[src/rtl/pueo_dual_envelope_trigger_if.sv]
// ---------------------------------------------------------------------------
// pueo_dual_envelope_trigger_if
// Bundles the squared-sample inputs, threshold load strobes, envelopes and
// trigger bits of the dual-beam envelope trigger.
//   squareA_i / squareB_i : NSAMP packed squares per beam, sample k at
//                           bits [SQ_BITS*k +: SQ_BITS]
//   thresh_i              : threshold word per beam, beam b at
//                           bits [THRESH_BITS*b +: THRESH_BITS]
//   thresh_wr_i           : per-beam shadow shift-in strobe
//   thresh_update_i       : per-beam shadow->active commit strobe
//   envelopeA_o/B_o       : registered per-beam sum of squares
//   trigger_o             : bit [NTHRESH*b+k] = envelope_b > active[b][k]
// There is no valid/ready handshake: every strobe acts on the edge where it
// is high, and outputs are plain registered values sampled every clock.
// master = producer of samples/strobes, slave = the trigger block.
// ---------------------------------------------------------------------------
interface pueo_dual_envelope_trigger_if #(
   parameter int NSAMP       = 8,
   parameter int SQ_BITS     = 14,
   parameter int ENV_BITS    = 17,
   parameter int THRESH_BITS = 18,
   parameter int NTHRESH     = 2
);
   localparam int NBEAM = 2;

   logic [NSAMP*SQ_BITS-1:0]       squareA_i;
   logic [NSAMP*SQ_BITS-1:0]       squareB_i;
   logic [NBEAM*THRESH_BITS-1:0]   thresh_i;
   logic [NBEAM-1:0]               thresh_wr_i;
   logic [NBEAM-1:0]               thresh_update_i;
   logic [ENV_BITS-1:0]            envelopeA_o;
   logic [ENV_BITS-1:0]            envelopeB_o;
   logic [NBEAM*NTHRESH-1:0]       trigger_o;

   modport master (
      output squareA_i, squareB_i, thresh_i, thresh_wr_i, thresh_update_i,
      input  envelopeA_o, envelopeB_o, trigger_o
   );

   modport slave (
      input  squareA_i, squareB_i, thresh_i, thresh_wr_i, thresh_update_i,
      output envelopeA_o, envelopeB_o, trigger_o
   );
endinterface

[src/rtl/pueo_dual_envelope_trigger.sv]
// ---------------------------------------------------------------------------
// pueo_dual_envelope_trigger
// Two-beam power detector following the beamformer/squarer. Each clock the
// NSAMP squares of each beam are summed into an envelope (two register
// stages) and the envelope is compared against NTHRESH programmable
// thresholds per beam (one more register stage): squares -> trigger = 3 clk.
// Thresholds are shifted into a per-beam shadow chain and committed to the
// active set atomically by an update strobe.
// Ports:
//   clk_i  : system clock, rising edge
//   rst_i  : asynchronous active-high reset
//   bus    : pueo_dual_envelope_trigger_if slave modport (samples, threshold
//            load strobes, envelopes, trigger bits)
// ---------------------------------------------------------------------------
module pueo_dual_envelope_trigger #(
   parameter int NSAMP       = 8,
   parameter int SQ_BITS     = 14,
   parameter int ENV_BITS    = 17,
   parameter int THRESH_BITS = 18,
   parameter int NTHRESH     = 2
) (
   input  logic                          clk_i,
   input  logic                          rst_i,
   pueo_dual_envelope_trigger_if.slave   bus
);
   localparam int NBEAM     = 2;
   localparam int NPAIR     = NSAMP / 2;
   localparam int PAIR_BITS = SQ_BITS + 1;
   // All-ones threshold can never be exceeded by a zero-extended envelope.
   localparam logic [THRESH_BITS-1:0] THRESH_NEVER = '1;

   logic [NSAMP*SQ_BITS-1:0]  sq_w [NBEAM];

   logic [PAIR_BITS-1:0]      pair_q   [NBEAM][NPAIR];
   logic [PAIR_BITS-1:0]      pair_d   [NBEAM][NPAIR];
   logic [ENV_BITS-1:0]       env_q    [NBEAM];
   logic [ENV_BITS-1:0]       env_d    [NBEAM];
   logic [THRESH_BITS-1:0]    shadow_q [NBEAM][NTHRESH];
   logic [THRESH_BITS-1:0]    shadow_d [NBEAM][NTHRESH];
   logic [THRESH_BITS-1:0]    active_q [NBEAM][NTHRESH];
   logic [THRESH_BITS-1:0]    active_d [NBEAM][NTHRESH];
   logic [NBEAM*NTHRESH-1:0]  trig_q;
   logic [NBEAM*NTHRESH-1:0]  trig_d;

   assign sq_w[0] = bus.squareA_i;
   assign sq_w[1] = bus.squareB_i;

   // Envelope pipeline: stage 1 pair sums, stage 2 full sum.
   always_comb begin
      for (int b = 0; b < NBEAM; b++) begin
         for (int p = 0; p < NPAIR; p++) begin
            pair_d[b][p] = PAIR_BITS'(sq_w[b][(2*p)*SQ_BITS +: SQ_BITS])
                         + PAIR_BITS'(sq_w[b][(2*p+1)*SQ_BITS +: SQ_BITS]);
         end
         env_d[b] = '0;
         for (int p = 0; p < NPAIR; p++) begin
            env_d[b] = env_d[b] + ENV_BITS'(pair_q[b][p]);
         end
      end
   end

   // Threshold load. The commit reads shadow_q, so a write on the same edge
   // commits the pre-shift contents and the shift still happens.
   always_comb begin
      for (int b = 0; b < NBEAM; b++) begin
         for (int k = 0; k < NTHRESH; k++) begin
            shadow_d[b][k] = shadow_q[b][k];
            active_d[b][k] = active_q[b][k];
            if (bus.thresh_update_i[b]) begin
               active_d[b][k] = shadow_q[b][k];
            end
         end
         if (bus.thresh_wr_i[b]) begin
            shadow_d[b][0] = bus.thresh_i[b*THRESH_BITS +: THRESH_BITS];
            for (int k = 1; k < NTHRESH; k++) begin
               shadow_d[b][k] = shadow_q[b][k-1];
            end
         end
      end
   end

   // Strictly-greater compare of the zero-extended envelope.
   always_comb begin
      trig_d = '0;
      for (int b = 0; b < NBEAM; b++) begin
         for (int k = 0; k < NTHRESH; k++) begin
            trig_d[b*NTHRESH + k] = THRESH_BITS'(env_q[b]) > active_q[b][k];
         end
      end
   end

   always_ff @(posedge clk_i or posedge rst_i) begin
      if (rst_i) begin
         for (int b = 0; b < NBEAM; b++) begin
            for (int p = 0; p < NPAIR; p++) begin
               pair_q[b][p] <= '0;
            end
            env_q[b] <= '0;
            for (int k = 0; k < NTHRESH; k++) begin
               shadow_q[b][k] <= THRESH_NEVER;
               active_q[b][k] <= THRESH_NEVER;
            end
         end
         trig_q <= '0;
      end else begin
         pair_q   <= pair_d;
         env_q    <= env_d;
         shadow_q <= shadow_d;
         active_q <= active_d;
         trig_q   <= trig_d;
      end
   end

   assign bus.envelopeA_o = env_q[0];
   assign bus.envelopeB_o = env_q[1];
   assign bus.trigger_o   = trig_q;

endmodule

[src/flat_wrapper.sv]
// flat-port wrapper written by rule: the top's interface ports become plain ports
module pueo_dual_envelope_trigger_flat 
#(
   parameter int NSAMP       = 8,
   parameter int SQ_BITS     = 14,
   parameter int ENV_BITS    = 17,
   parameter int THRESH_BITS = 18,
   parameter int NTHRESH     = 2
)
  (clk_i, rst_i, bus_squareA_i, bus_squareB_i, bus_thresh_i, bus_thresh_wr_i, bus_thresh_update_i, bus_envelopeA_o, bus_envelopeB_o, bus_trigger_o);
  pueo_dual_envelope_trigger_if #(.NSAMP(NSAMP), .SQ_BITS(SQ_BITS), .ENV_BITS(ENV_BITS), .THRESH_BITS(THRESH_BITS), .NTHRESH(NTHRESH)) bus_i ();
  input  logic clk_i;
  input  logic rst_i;
  input wire logic [$bits(bus_i.squareA_i)-1:0] bus_squareA_i;
  input wire logic [$bits(bus_i.squareB_i)-1:0] bus_squareB_i;
  input wire logic [$bits(bus_i.thresh_i)-1:0] bus_thresh_i;
  input wire logic [$bits(bus_i.thresh_wr_i)-1:0] bus_thresh_wr_i;
  input wire logic [$bits(bus_i.thresh_update_i)-1:0] bus_thresh_update_i;
  output wire logic [$bits(bus_i.envelopeA_o)-1:0] bus_envelopeA_o;
  output wire logic [$bits(bus_i.envelopeB_o)-1:0] bus_envelopeB_o;
  output wire logic [$bits(bus_i.trigger_o)-1:0] bus_trigger_o;
  assign bus_i.squareA_i = bus_squareA_i;
  assign bus_i.squareB_i = bus_squareB_i;
  assign bus_i.thresh_i = bus_thresh_i;
  assign bus_i.thresh_wr_i = bus_thresh_wr_i;
  assign bus_i.thresh_update_i = bus_thresh_update_i;
  assign bus_envelopeA_o = bus_i.envelopeA_o;
  assign bus_envelopeB_o = bus_i.envelopeB_o;
  assign bus_trigger_o = bus_i.trigger_o;
  pueo_dual_envelope_trigger #(.NSAMP(NSAMP), .SQ_BITS(SQ_BITS), .ENV_BITS(ENV_BITS), .THRESH_BITS(THRESH_BITS), .NTHRESH(NTHRESH)) u_core (.clk_i(clk_i), .rst_i(rst_i), .bus(bus_i));
endmodule
[config.mk]
export PLATFORM = sky130hd
export DESIGN_NAME = pueo_dual_envelope_trigger_flat
export DESIGN_NICKNAME = d
export VERILOG_FILES = /design/src/rtl/pueo_dual_envelope_trigger_if.sv /design/src/rtl/pueo_dual_envelope_trigger.sv /design/src/flat_wrapper.sv
export SDC_FILE = /design/constraint.sdc
export NUM_CORES = 1
export LEC_CHECK = 0
export ABC_AREA = 1
export CORE_ASPECT_RATIO = 1.1
export CORE_UTILIZATION = 45
export CTS_BUF_LIST = sky130_fd_sc_hd__clkbuf_8
export DETAILED_ROUTE_END_ITERATION = 16
export PLACE_DENSITY = 0.68
export SKIP_LAST_GASP = 1
export SYNTH_ARGS = -nofsm -noshare
export SYNTH_HDL_FRONTEND = slang
export SYNTH_SLANG_ARGS = --single-unit
[constraint.sdc]
create_clock -name clk_i -period 12.3 [get_ports clk_i]
set_input_delay 3.075 -clock clk_i [delete_from_list [all_inputs] [get_ports clk_i]]
set_output_delay 3.075 -clock clk_i [all_outputs]
set_load 0.03 [all_outputs]
==> run metrics <==
CP cell instances clkdlybuf4s50_1 > inv_8 > buf_4 > buf_4; initial antenna violation count 0; CP arrival 5680 ps; Hold Path Sink u_core.shadow_q[12]; HP Class reg2reg; met2 wire length 25,510 µm; Crit. End Element async pin; Hold Startpoint u_core.shadow_q[30]; fillcell total 4,335; Starting DRT DRC Count 917; CTS buffer count 49; post-synthesis cell area 21,010 µm²; Final Hold Vio Count 0; GRT Util Overall 22.52%; FMAX 0.1995 GHz; worst r2r path cells 20; hold path depth 2; Critical Path Source Type primary input; clk slew on worst S/H paths 60 ps; vias per cell 4.801; number of buffers added on ports 303; Comb pwr share 55.4%; Mean Syn Cell Area 7.651 µm²; Yosys reg bits 302; Slew Viols, Final 0; setup slack, reg-to-reg 8920 ps; most common cell after layout, fill and taps aside nand2_1; DRC Markers 0; I/O pin count 304; uppermost layer routed met4; post-layout minimum cycle time 5011 ps; Metal-1 WL 23,240 µm; Total Neg Setup Slack 0 ps; CTS tree built; syn_nets 3,294; Max Root-Sink Buffers 3; share of cells above drive strength 1 7.977%; cells after synthesis 2,746; Max-cap violations 0; Final period util 40.74%; Final Wtd Congestion 0.8957; PD cells 205.0 nW/µm²; NumNets Final 3,619; met3 WL 2189 µm; via count 17,751; Netlist cell types 28; final core utilization 56.16%; Leak 13.70 nW; total power 0.005278 W; status finished, final reports clean; leading cell types in the layout, fill and taps excluded nand2_1 (801), inv_1 (530), clkdlybuf4s50_1 (299); Setup Buffers After CTS 0; clock sink total 302; Final Skew 28.48 ps; PostCTS Resize Cnt 0; Int Pwr 0.002886 W; Peak supply drop 0.1409 mV; dpl hpwl 43,310 µm; net switching power 0.002393 W; Row Count 82; vias in the first global route 17,919; worst reg2reg startpoint u_core.pair_q[30]; detailed-route wire length 52,150 µm; global-route wire length before repair 86,510 µm; die area 47,560 µm²; WL/cell 14.11 µm; hold buffer count at cts 0; P&R area growth vs syn 22.58%; CP Max Fanout 95; die height 228.6 µm; core area 45,860 µm²; GRT overflow 0; clock root cell clkbuf_8; drt pass-1 iters 5; Max stage delay cell, worst path buf_4; antenna diode count 0; htree depth 2; Worst Path Class, Setup in2async; Max-slew headroom 23.75%; Cell Count, Final, Fillers Out 3,697; Sw Ratio 45.33%; pin count of the biggest net entering global routing 96; Die Width 208.0 µm; Antenna Nets Post-Route 0; clock network latency to the later pin of the worst-skew pair 630 ps; final setup fails 0; Initial Util 45.81%; crit-path most repeated cell buf_4; Reg-to-Reg End u_core.bus.envelopeB_o[15]; Crit path required time 12,970 ps; Clock Power Share 18.2%; CP peak stage delay 870 ps; YS warnings 0; post-synthesis sequential area ratio 36.83%; Cells after DPL 3,608; sequential fraction of design power 26.4%; RSZ-0062 raised after global routing no; Slew @ Worst Pin 1144 ps
[final cells by class]
class | count | area, µm² | area share (%)
tap | 588 | 735.7 | 2.857
clock buffer | 61 | 839.6 | 3.260
multi-input combinational | 1894 | 11200 | 43.48
clock inverter | 28 | 256.5 | 0.9959
sequential | 302 | 7737 | 30.04
timing repair buffer | 306 | 3035 | 11.79
inverter | 518 | 1952 | 7.579
[worst max path at each step]
stage	startpoint	end	slack (ps)	depth (start not counted)
6_report	rst_i	u_core.pair_q[104]	7290	4
5_1_grt	rst_i	u_core.pair_q[112]	6830	4
2_1_floorplan	rst_i	u_core.bus.envelopeA_o[0]	1120	1
3_3_place_gp	rst_i	u_core.pair_q[102]	6550	4
4_1_cts	rst_i	u_core.pair_q[102]	7160	4
3_5_place_dp	rst_i	u_core.pair_q[102]	6490	4
[state kept, by name, summed over array words and instances (netlist names)]
register                count
u_core.bus.envelopeB_o     17
u_core.active_q            72
u_core.bus.envelopeA_o     17
u_core.pair_q             120
u_core.bus.trigger_o        4
u_core.shadow_q            72
[cell families after synthesis]
family | share of synthesized area, %
xor gates and xnor gates | 3.502
muxes | 0.05359
and+or+nand+nor | 22.45
DFF | 36.83
AOI/OAI and AO/OA | 8.998
buffers and inverters | 9.874
adders and majority gates | 18.29
[synthesized netlist by cell type, drive strengths merged]
cell,number,area share [%]
o21bai,22,0.79
inv,518,9.3
fa,42,4.0
a21o,13,0.47
buf,8,0.19
o21a,2,0.071
nor3,21,0.60
xnor2,22,0.92
and2,4,0.12
nor2,193,3.4
a21oi,195,4.8
nand3,121,2.9
mux2,1,0.054
o21ai,121,2.9
clkbuf,24,0.43
dfstp,144,18
nand2,807,14
ha,240,14
nand4,14,0.42
dfrtp,158,19
nand3b,14,0.50
xor2,62,2.6
[power by group through the flow]
stage / Combinational (W) / Clock (W) / Sequential [W]
final: 0.00293 / 0.000959 / 0.00139
after global routing: 0.00334 / 0.00103 / 0.00142
after CTS: 0.00295 / 0.000991 / 0.00140
after detailed placement: 0.00294 / 0 / 0.00142
after global placement: 0.00290 / 0 / 0.00141
after floorplan: 0.00192 / 0 / 0.00146
[worst max-delay path: cells and delay by family]
kind,cells,cell delay (ps)
buffers and inverters,4,2500
[stage by stage]
step                      hold slack (ps)  area (µm²)  setup slack (ps)
after CTS                           479.5       25750              7164
after floorplan                     450.2       21010              1117
after global placement              463.8       24660              6546
after global routing                491.7       25750              6826
after detailed placement            470.2       24660              6494
final                               475.0       25750              7289
[per-layer routing]
| metal | global-route usage [%] | vias to the layer above |
|---|---|---|
| met4 | 6.644 | 0 |
| met5 | 0 | - |
| li1 | - | 9226 |
| met3 | 3.462 | 77 |
| met1 | 28.35 | 8119 |
| met2 | 39.69 | 329 |
Note: power is estimated with default switching activity, not from simulation.
